File: src/rtl/bcd_to_bin_seq_pkg.sv
// Shared definitions for the BCD-to-binary converter: FSM state encoding
// and the largest legal BCD digit value.
package bcd_to_bin_seq_pkg;

    typedef enum logic [1:0] {
        IDLE  = 2'd0,
        SHIFT = 2'd1,
        FIN   = 2'd2
    } state_t;

    localparam logic [3:0] DIGIT_MAX = 4'd9;

    function automatic logic digit_bad(input logic [3:0] dig);
        return dig > DIGIT_MAX;
    endfunction

endpackage

File: src/rtl/bcd_to_bin_seq_sub3.sv
// Per-digit correction for reverse double-dabble: undo the add-3 step of the
// binary-to-BCD path (8..12 -> 5..9, unreachable codes 13..15 -> 0).
module bcd_to_bin_seq_sub3 (
    input  logic [3:0] i_dig,
    output logic [3:0] o_dig
);

    always_comb begin
        // NOTE: a default before the branches means every path assigns o_dig, so no latch is inferred.
        o_dig = 4'd0;
        if (i_dig < 4'd8) begin
            o_dig = i_dig;
        end else if (i_dig <= 4'd12) begin
            o_dig = i_dig - 4'd3;
        end
    end

endmodule

File: src/rtl/bcd_to_bin_seq.sv
// Sequential BCD-to-binary converter: shifts the BCD value right one bit per
// cycle into the binary field, correcting each digit >=8 by subtracting 3.
import bcd_to_bin_seq_pkg::*;

module bcd_to_bin_seq #(
    parameter int NDIG  = 3,
    parameter int BIN_W = 10,
    parameter int CNT_W = 4
) (
    input  logic                CLOCK_50,
    input  logic                reset,
    input  logic                start,
    input  logic [4*NDIG-1:0]   bcd_in,
    output logic                busy,
    output logic                done,
    output logic [BIN_W-1:0]    bin_out,
    output logic                err,
    output logic                ovf
);

    localparam int SR_W = 4*NDIG + BIN_W;

    state_t            r_state;
    logic [SR_W-1:0]   r_sreg;
    logic [CNT_W-1:0]  r_cnt;
    logic              r_err_pend;

    logic [SR_W-1:0]   w_shift;
    logic [SR_W-1:0]   w_next;
    logic              w_bad;

    assign w_shift              = r_sreg >> 1;
    assign w_next[BIN_W-1:0]    = w_shift[BIN_W-1:0];

    for (genvar g = 0; g < NDIG; g++) begin : g_dig
        bcd_to_bin_seq_sub3 u_sub3 (
            .i_dig (w_shift[BIN_W+4*g +: 4]),
            .o_dig (w_next[BIN_W+4*g +: 4])
        );
    end

    always_comb begin
        w_bad = 1'b0;
        for (int i = 0; i < NDIG; i++) begin
            if (digit_bad(bcd_in[4*i +: 4])) begin
                w_bad = 1'b1;
            end
        end
    end

    // NOTE: sequential state uses non-blocking assignments so every register samples pre-edge values.
    always_ff @(posedge CLOCK_50) begin
        if (reset) begin
            r_state    <= IDLE;
            r_sreg     <= '0;
            r_cnt      <= '0;
            r_err_pend <= 1'b0;
            busy       <= 1'b0;
            done       <= 1'b0;
            bin_out    <= '0;
            err        <= 1'b0;
            ovf        <= 1'b0;
        end else begin
            done <= 1'b0;
            case (r_state)
                IDLE: begin
                    if (start) begin
                        r_cnt <= '0;
                        if (w_bad) begin
                            // Illegal digit: skip the shift, report a zero result.
                            r_sreg     <= '0;
                            r_err_pend <= 1'b1;
                            r_state    <= FIN;
                        end else begin
                            r_sreg     <= {bcd_in, {BIN_W{1'b0}}};
                            r_err_pend <= 1'b0;
                            busy       <= 1'b1;
                            r_state    <= SHIFT;
                        end
                    end
                end
                SHIFT: begin
                    r_sreg <= w_next;
                    r_cnt  <= r_cnt + CNT_W'(1);
                    if (r_cnt == CNT_W'(BIN_W-1)) begin
                        busy    <= 1'b0;
                        r_state <= FIN;
                    end
                end
                FIN: begin
                    done    <= 1'b1;
                    busy    <= 1'b0;
                    bin_out <= r_sreg[BIN_W-1:0];
                    // Any BCD residue left after BIN_W shifts means the value exceeded BIN_W bits.
                    ovf     <= |r_sreg[SR_W-1:BIN_W];
                    err     <= r_err_pend;
                    r_state <= IDLE;
                end
                default: r_state <= IDLE;
            endcase
        end
    end

endmodule

File: config.mk
export PLATFORM = sky130hd
export DESIGN_NAME = bcd_to_bin_seq
export DESIGN_NICKNAME = d
export VERILOG_FILES = /design/src/rtl/bcd_to_bin_seq_pkg.sv /design/src/rtl/bcd_to_bin_seq_sub3.sv /design/src/rtl/bcd_to_bin_seq.sv
export SDC_FILE = /design/constraint.sdc
export NUM_CORES = 1
export LEC_CHECK = 0
export BUFFER_PORTS_ARGS = -buffer_cell sky130_fd_sc_hd__buf_2
export CAP_MARGIN = 5
export CORE_MARGIN = 1.5
export CORE_UTILIZATION = 25
export DETAILED_ROUTE_END_ITERATION = 16
export HOLD_SLACK_MARGIN = 0.03
export PLACE_DENSITY_LB_ADDON = 0.25
export SYNTH_ARGS = -nofsm -noshare
export SYNTH_HDL_FRONTEND = slang
export SYNTH_HIERARCHICAL = 1
export SYNTH_SLANG_ARGS = --single-unit
File: constraint.sdc
create_clock -name CLOCK_50 -period 4.4 [get_ports CLOCK_50]
set_clock_uncertainty 0.15 [all_clocks]
set_input_delay 0.66 -clock CLOCK_50 [delete_from_list [all_inputs] [get_ports CLOCK_50]]
set_output_delay 0.66 -clock CLOCK_50 [all_outputs]
set_load 0.01 [all_outputs]
==> impl_results.md, run 1 <==
- Slew Limit Fails: 0
- Clock transition at the registers of the reported paths: 0.08 ns
- Slew headroom: 31.3%
- GRT Total Usage: 10.5%
- TritonCTS buffer count: 5
- Final Cell Area: 2490 sq um
- Internal: 0.611 mW
- Worst skew pair latency: 0.29 ns
- Static leakage power: 0.985 nW
- Yosys top cell area share: 39.2%
- PnR worst setup slack: 1.69 ns
- Final cell count without fillers: 379
- Seq pwr share: 49.4%
- Slowest cell on crit path: ha_1
- RD Place Congestion: 0.784
- Max frequency: 369 MHz
- Root buffer cell: clkbuf_8
- Crit path kind: reg2reg
- Mapped Area: 2200 sq um
- Post-cts sizing count: 0
- Status: completed
- Max Cap Viol: 0
- Ys Warns: 6
- Power per Cell Area: 364 nW/um^2
- Distinct cells, synth: 38
- Nets: 297
- Commonest non-fill, non-tap cell in the layout: dfxtp_1
- Initial Util: 25.4%
- CP Max Fanout: 26
- Vias in the first global route: 1738
- Worst Hold Depth: 2
- Final WL: 4.71 mm
- Clk buf depth: 2
- Port buffer count: 28
- Sequential fraction of the synthesis area: 39.2%
- Reg-to-Reg Start: r_state[1]
- Setup violators final: 0
- Clock Power Share: 27.3%
- Area leader, netlist: dfxtp_1
- # fillers: 936
- Placed Cells: 371
- Ys async rst share: 0%
- H-tree levels: 2
- Hold-fix buffers, CTS: 0
- Cells after Synth: 243
- Worst slack, placed: 1.67 ns
- Wire per inst: 12.4 microns
- Largest net degree at the start of global routing: 44
- Psw: 0.293 mW
- Post-route ant nets: 0
- I/O pins: 29
- Synth top area cells: dfxtp_1 39%, ha_1 6.8%, nor2_1 6.8%
- Area grow syn2layout: 13.2%
- Fraction of layout cells with a size suffix above 1: 17.0%
- RSZ-0062 raised after global routing: false
- Slew @ Worst Pin: 1.03 ns
- Die ar.: 9360 sq um
- #FFs+latches synth: 43
- Area after DPL: 2400 sq um
- Via count: 1769
- Crit path launch type: register
- DR DRC count: 0
- Util after Layout: 28.8%
- Crit share post-route: 61.6%
- Worst setup path start: r_state[1]
- R2r worst-path depth: 6
- GRT Residual Overflow: 0
- Initial DRC Count: 84
- Crit path time final: 2.71 ns
- ANT cells: 0
- Gate power share: 23.3%
- Core area: 8640 sq um
- Buf/Inv on CP: 1
- Critical Path End Type: register
- Hold Path Class: reg2reg
- Global-route wire length before repair: 8.27 mm
- Arrival time at the worst endpoint: 2.70 ns
- Reg-to-reg slack, setup: 1.69 ns
- Initial antenna violation count: 0
- Vias per Instance: 4.67
- Fin. Hold Viols: 0
- Sink Count: 43
- Post-DP HPWL: 3.35 mm
- Die Ht: 96.7 microns
- Reg2reg end: r_sreg[13]
- Critical Path End: r_sreg[13]
- Setup total negative slack: 0 ns
- Post-synth EDFFs: 0
- Final Power: 0.904 mW
- Num rows: 34
- Commonest cells after routing, fill and taps aside: 43 x dfxtp_1, 40 x nor2_1, 28 x buf_2
- Top_reg_cell synth: dfxtp_1
- CP Cell Sequence: inv_1 > ha_1 > nor2_1 > or2_1 > a221oi_1 > nor3_1
- Sw Share: 32.5%
- Die X: 96.7 microns
- Crit path depth: 6
- Hold Slack: 0.348 ns
- Worst path max stage delay: 0.73 ns
- CTS tree: done
- Critical path's top delay family: simple AND/OR/NAND/NOR gates
- Worst Path Required: 4.39 ns
- Setup repair bufs after CTS: 0
- Avg Cell Area, Syn: 9.04 sq um
- Worst VDD drop: 138 uV
- First-pass DRT Iterations: 4
==> area by class of cell <==
cell class | count | area [sq um] | area share (%)
Tap cell | 108 | 135 | 5.43
Timing Repair Buffer | 28 | 140 | 5.63
Clock buffer | 6 | 72.6 | 2.92
Clock inverter | 2 | 12.5 | 0.503
Inverter | 10 | 37.5 | 1.51
Sequential cell | 43 | 861 | 34.6
Multi-Input combinational cell | 182 | 1230 | 49.4
==> cells by family after synthesis <==
kind of cell | Yosys count | share of synthesized area (%)
AND/OR/NAND/NOR | 93 | 20.7
flip-flops | 43 | 39.2
buffers and inverters | 25 | 6.09
AO/OA/AOI/OAI | 55 | 20.6
adder cells (fa/ha/maj) | 12 | 6.83
multiplexers | 14 | 6.38
other | 1 | 0.171
==> power groups by stage <==
stage          registers, mW  logic, mW  clock network, mW
5_1_grt                0.453      0.240              0.271
3_3_place_gp           0.457      0.211                  0
4_1_cts                0.447      0.212              0.257
2_1_floorplan          0.449      0.176                  0
6_report               0.447      0.210              0.247
3_5_place_dp           0.457      0.211                  0
==> routing by layer <==
layer  part of all wire [%]  global-route usage (%)  wire length (microns)  vias to the layer above
li1                       -                       -                      -                      914
met1                     49                    13.8                   2330                      814
met2                     46                    17.4                   2160                       30
met3                    3.1                    2.46                    144                       11
met4                    1.5                    3.01                     73                        0
met5                      0                       0                      0                        -
==> sequential cells by signal, indices dropped and copies added, names as in the netlist <==
register and cells:
err 1, bin_out 10, ovf 1, r_cnt 4, r_state 2, done 1
r_err_pend 1, busy 1, r_sreg 22
==> cell usage after synthesis (4+ instances only) <==
cell,count
a21oi_1,8
a221oi_1,5
a221oi_2,7
a22oi_1,10
buf_6,4
clkbuf_1,7
dfxtp_1,43
ha_1,12
inv_1,10
mux2i_1,14
nand2_1,9
nand2b_1,9
nand3_1,4
nor2_1,40
nor3_1,16
==> worst min-delay path by stage <==
stage | startpoint | end | slack [ns]
global placement | err | err | 0.32
finish | bin_out[2] | bin_out[2] | 0.35
CTS | r_cnt[3] | r_cnt[3] | 0.35
floorplan | r_cnt[3] | r_cnt[3] | 0.31
global route | err | err | 0.39
detailed placement | bin_out[8] | bin_out[8] | 0.33
==> worst min-delay path: cells and delay by family (launching register included) <==
kind	cells	cell delay [ns]
simple gates	1	0.07
mux	1	0.06
flops	1	0.33
Power figures use the tool's default switching activity.
==> run 2, diff against run 1 <==
- ABC_AREA: default -> 1
- clock period: 4.4 -> 2.3 ns (I/O delays scaled with it)
==> impl_results.md, run 2 <==
- Synth cell count leaders: 59 x nand2_1, 43 x a21oi_1, 43 x dfxtp_1
- Status: completed
- Hold-fix buffers, CTS: 0 (unchanged)
- Yosys top cell area share: 38.0% (-1.1 points)
- Final WL: 5.21 mm (+11%)
- Max reg flops: 22 (unchanged)
- Largest net degree at the start of global routing: 28 (-36%)
- Area grow syn2layout: 14.3%
- First-pass DRT Iterations: 4 (unchanged)
- Crit path kind: reg2reg
- Die Ht: 98.2 microns (+1.5%)
- Slowest cell on crit path: ha_1
- GRT Total Usage: 11.0% (+0.44 points)
- Commonest non-fill, non-tap cell in the layout: nand2_1
- Die X: 98.2 microns (+1.5%)
- Vias per Instance: 4.42 (-5.3%)
- Cells after Synth: 321 (+32%)
- Final Cell Area: 2590 sq um (+4.0%)
- Crit share post-route: 77.0% (+15 points)
- Reg-to-Reg Start: r_state[0]
- CP Cell Sequence: inv_1 > ha_1 > inv_1 > nor3_1 > a31oi_1
- Setup repair bufs after CTS: 0 (unchanged)
- R2r worst-path depth: 5 (-1)
- Distinct cells, synth: 29 (-24%)
- GRT Residual Overflow: 0 (unchanged)
- Root buffer cell: clkbuf_8
- Power per Cell Area: 691 nW/um^2 (+90%)
- Nets: 376 (+27%)
- Mapped Area: 2260 sq um (+3.0%)
- Initial antenna violation count: 0 (unchanged)
- Critical path's top delay family: adder cells
- Clk buf depth: 2 (unchanged)
- Fraction of layout cells with a size suffix above 1: 16.3% (-0.69 points)
- Global-route wire length before repair: 8.83 mm (+6.7%)
- Arrival time at the worst endpoint: 1.79 ns (-0.91 ns)
- Worst Path Required: 2.32 ns (-2.07 ns)
- Initial DRC Count: 77 (-8.3%)
- Port buffer count: 28 (unchanged)
- Worst setup path start: r_state[0]
- Via count: 2024 (+14%)
- TritonCTS buffer count: 5 (unchanged)
- Worst path max stage delay: 0.45 ns (-0.28 ns)
- Buf/Inv on CP: 2 (+1)
- Static leakage power: 1.15 nW (+17%)
- Die ar.: 9630 sq um (+2.9%)
- Most frequent cell after synthesis: nand2_1
- Sequential fraction of the synthesis area: 38.0% (-1.1 points)
- Post-DP HPWL: 3.68 mm (+9.8%)
- Hold Path Class: in2reg
- Clock transition at the registers of the reported paths: 0.09 ns (about the same)
- Num rows: 34 (unchanged)
- Reg2reg end: ovf
- Ys async rst share: 0% (unchanged)
- CTS tree: done
- Worst skew pair latency: 0.30 ns (about the same)
- Wire per inst: 11.4 microns (-8.5%)
- Area after DPL: 2490 sq um (+3.8%)
- CP Max Fanout: 14 (-46%)
- RD Place Congestion: 0.748 (-4.6%)
- Critical Path End Type: register
- Initial Util: 25.8% (+0.39 points)
- RSZ-0062 raised after global routing: false
- Post-cts sizing count: 0 (unchanged)
- Worst VDD drop: 357 uV (+160%)
- Crit path depth: 5 (-1)
- Post-route ant nets: 0 (unchanged)
- I/O pins: 29 (unchanged)
- Sink Count: 43 (unchanged)
- Final Power: 1.79 mW (+98%)
- Commonest cells after routing, fill and taps aside: 59 x nand2_1, 43 x a21oi_1, 43 x dfxtp_1
- Post-synth EDFFs: 0 (unchanged)
- #FFs+latches synth: 43 (unchanged)
- Ys Warns: 6 (unchanged)
- Area leader, netlist: dfxtp_1
- Max frequency: 565 MHz (+53%)
- Max Cap Viol: 0 (unchanged)
- Largest registers: r_sreg x22, bin_out x10, r_cnt x4
- Reg-to-reg slack, setup: 0.53 ns (-1.16 ns)
- Crit path launch type: register
- H-tree levels: 2 (unchanged)
- Slew Limit Fails: 0 (unchanged)
- Setup violators final: 0 (unchanged)
- Critical Path End: ovf
- Setup total negative slack: 0 ns (unchanged)
- CP most frequent cell: inv_1
- ANT cells: 0 (unchanged)
- Reg with most FFs: r_sreg
- Top_reg_cell synth: dfxtp_1
- Core area: 8760 sq um (+1.5%)
- Avg Cell Area, Syn: 7.05 sq um (-22%)
- Fin. Hold Viols: 0 (unchanged)
- Crit path time final: 1.77 ns (-0.939 ns)
- DR DRC count: 0 (unchanged)
- Synth top area cells: dfxtp_1 38%, nand2_1 9.8%, a21oi_1 9.5%
- Vias in the first global route: 1876 (+7.9%)
## run 2: cell type report
cell class / count / area (sq um)
Clock buffer: 5 / 68.8
Clock inverter: 3 / 23.8
Multi-Input combinational cell: 230 / 1190
Timing Repair Buffer: 31 / 163
Inverter: 38 / 143
Fill cell: 978 / 6180
Sequential cell: 43 / 861
Tap cell: 108 / 135
## run 2: worst min-delay path by stage
stage                 endpoint  cells after the start  slack [ns]       start
floorplan                  err                      2        0.28  r_err_pend
global placement           err                      2        0.31  r_err_pend
detailed placement   r_sreg[0]                      2        0.31   r_sreg[0]
CTS                 r_sreg[14]                      3        0.17   bcd_in[4]
global route        r_sreg[14]                      3        0.17   bcd_in[4]
finish              r_sreg[14]                      3        0.18   bcd_in[4]
## run 2: report_power, final
group / leakage, nW / internal (mW) / switching [mW]
Sequential: 0.352 / 0.810 / 0.0624
Combinational: 0.761 / 0.149 / 0.254
Clock: 0.0408 / 0.218 / 0.293
## run 2: logic make-up (layout without fill, tap and decap cells)
logic type / count (synthesis) / in the layout / share of synthesized area, %
compound gates: 78 / 78 / 17.8
xor+xnor: 1 / 1 / 0.387
fa+ha+maj: 12 / 12 / 6.63
buf+inv: 53 / 77 / 10.1
flops: 43 / 43 / 38.0
other cells: 1 / 6 / 0.166
simple gates: 133 / 133 / 26.9
## run 2: layer usage
layer  share of wire (%)  wire (microns)  GRT usage (%)  vias to the layer above
li1                    -               -              -                     1089
met1                  53            2780           15.9                      890
met2                  41            2150           17.3                       40
met3                 4.9             257           2.22                        5
met4                0.46              24           1.63                        0
met5                   0               0              0                        -
## run 2: worst reg2reg max path, stage by stage (launching register included)
cell and delay, ns:
dfxtp_1 0.35, inv_1 0.09, ha_1 0.45, inv_1 0.30, nor3_1 0.21, a31oi_1 0.10
## run 2: through the flow
stage | std cells | setup WS (ns) | utilization, % | hold WS [ns]
floorplan | 326 | 0.810 | - | 0.285
global placement | 450 | 0.533 | 28.5 | 0.306
detailed placement | 450 | 0.495 | 28.5 | 0.310
CTS | 458 | 0.476 | 29.5 | 0.166
global route | 458 | 0.318 | 29.5 | 0.172
finish | 458 | 0.529 | 29.5 | 0.175
==> run 3, diff against run 2 <==
- clock period: 2.3 -> 1.8 ns (I/O delays scaled with it)
==> impl_results.md, run 3 (same netlist as run 2, synthesis figures left out) <==
- Status: completed
- Crit path kind: reg2reg
- Max Cap Viol: 0 (unchanged)
- Crit share post-route: 92.5% (+15 points)
- Die ar.: 9630 sq um (unchanged)
- Commonest cells after routing, fill and taps aside: 59 x nand2_1, 43 x a21oi_1, 43 x dfxtp_1
- Clock transition at the registers of the reported paths: 0.08 ns (about the same)
- Final Power: 2.44 mW (+36%)
- Arrival time at the worst endpoint: 1.74 ns (-0.05 ns)
- Core area: 8760 sq um (unchanged)
- Util after Layout: 30.0% (+0.50 points)
- Critical Path End Type: register
- Setup total negative slack: 0 ns (unchanged)
- Nets: 378 (+0.53%)
- Die X: 98.2 microns (unchanged)
- RD Place Congestion: 0.736 (-1.7%)
- R2r worst-path depth: 8 (+3)
- Vias in the first global route: 1927 (+2.7%)
- Placed Cells: 452 (+0.44%)
- First-pass DRT Iterations: 4 (unchanged)
- GRT Residual Overflow: 0 (unchanged)
- Root buffer cell: clkbuf_8
- Global-route wire length before repair: 8.92 mm (+1.1%)
- Worst Path Required: 1.87 ns (-0.45 ns)
- Num rows: 34 (unchanged)
- Clk buf depth: 2 (unchanged)
- RSZ-0062 raised after global routing: false
- Setup violators final: 0 (unchanged)
- Via count: 2052 (+1.4%)
- Initial antenna violation count: 0 (unchanged)
- Final WL: 5.18 mm (-0.60%)
- Post-DP HPWL: 3.68 mm (unchanged)
- I/O pins: 29 (unchanged)
- DR DRC count: 0 (unchanged)
- Port buffer count: 28 (unchanged)
- Post-cts sizing count: 0 (unchanged)
- H-tree levels: 2 (unchanged)
- Wire per inst: 11.3 microns (-1.0%)
- Hold Path Class: in2reg
- Area grow syn2layout: 16.2%
- Worst Hold Depth: 3 (unchanged)
- Worst Hold End: r_sreg[14]
- Reg-to-Reg Start: r_state[0]
- Slew Limit Fails: 0 (unchanged)
- Worst hold start: bcd_in[4]
- Max reg flops: 22 (unchanged)
- Final cell count without fillers: 460 (+0.44%)
- Crit path time final: 1.66 ns (-0.106 ns)
- TritonCTS buffer count: 5 (unchanged)
- Worst skew pair latency: 0.30 ns (about the same)
- Largest registers: r_sreg x22, bin_out x10, r_cnt x4
- GRT Total Usage: 11.2% (+0.19 points)
- CTS tree: done
- Hold-fix buffers, CTS: 0 (unchanged)
- Crit path launch type: register
- Setup repair bufs after CTS: 0 (unchanged)
- Max frequency: 601 MHz (+6.4%)
- Reg-to-reg slack, setup: 0.14 ns (-0.39 ns)
- Vias per Instance: 4.46 (+0.94%)
- Initial DRC Count: 85 (+10%)
- Post-route ant nets: 0 (unchanged)
- Reg with most FFs: r_sreg
- Fraction of layout cells with a size suffix above 1: 16.8% (+0.48 points)
- Die Ht: 98.2 microns (unchanged)
- Reg2reg end: r_sreg[13]
- Sink Count: 43 (unchanged)
- Fin. Hold Viols: 0 (unchanged)
- Commonest non-fill, non-tap cell in the layout: nand2_1
- ANT cells: 0 (unchanged)
- Worst VDD drop: 409 uV (+15%)
- Largest net degree at the start of global routing: 28 (unchanged)
- Power per Cell Area: 926 nW/um^2 (+34%)
- CP Max Fanout: 26 (+12)
- Initial Util: 25.8% (unchanged)
- Static leakage power: 1.19 nW (+2.7%)
## run 3: cell types whose count changed in the layout (fill, tap and decap cells not counted)
| cell | previous run | this run |
|---|---|---|
| buf_4 | 3 | 5 |
| clkinvlp_4 | 2 | 0 |
| bufinv_16 | 0 | 1 |
| clkbuf_8 | 5 | 6 |
## run 3: cell type report
class | count | area [sq um]
Clock inverter | 2 | 38.8
Sequential cell | 43 | 861
Clock buffer | 6 | 82.6
Inverter | 38 | 143
Fill cell | 983 | 6130
Tap cell | 108 | 135
Timing Repair Buffer | 33 | 178
Multi-Input combinational cell | 230 | 1190
## run 3: layer usage
| layer | track usage (%) | wire length (microns) | vias to the layer above |
|---|---|---|---|
| li1 | - | - | 1097 |
| met1 | 15.8 | 2640 | 911 |
| met2 | 17.5 | 2270 | 37 |
| met3 | 2.51 | 215 | 7 |
| met4 | 2.28 | 45 | 0 |
| met5 | 0 | 0 | - |
## run 3: worst max path at each step
stage / from / endpoint / slack (ns) / cells past startpoint
2_1_floorplan: r_state[0] / r_sreg[13] / 0.31 / 9
5_1_grt: r_state[0] / r_sreg[13] / 0.02 / 8
4_1_cts: r_state[0] / r_sreg[9] / 0.13 / 7
6_report: r_state[0] / r_sreg[13] / 0.14 / 8
3_5_place_dp: r_state[0] / r_sreg[6] / 0.14 / 7
3_3_place_gp: r_state[0] / r_cnt[2] / 0.20 / 9
## run 3: metrics by stage
| stage | area, sq um | setup WS, ns | hold WS, ns |
|---|---|---|---|
| floorplan | 2280 | 0.310 | 0.280 |
| global placement | 2510 | 0.197 | 0.304 |
| detailed placement | 2510 | 0.140 | 0.314 |
| CTS | 2630 | 0.133 | 0.0947 |
| global route | 2630 | 0.0225 | 0.121 |
| finish | 2630 | 0.135 | 0.107 |
## run 3: critical path: stages (launching register included)
cell     delay (ns)
dfxtp_1        0.39
inv_1          0.08
ha_1           0.24
inv_2          0.07
nand2_2        0.06
nand2_4        0.07
buf_4          0.26
o21ai_0        0.13
a21oi_1        0.14
## run 3: power breakdown
group	internal (mW)	switching [mW]	leakage [nW]
logic	0.197	0.329	0.772
registers	1.03	0.0771	0.352
clock network	0.456	0.341	0.0618
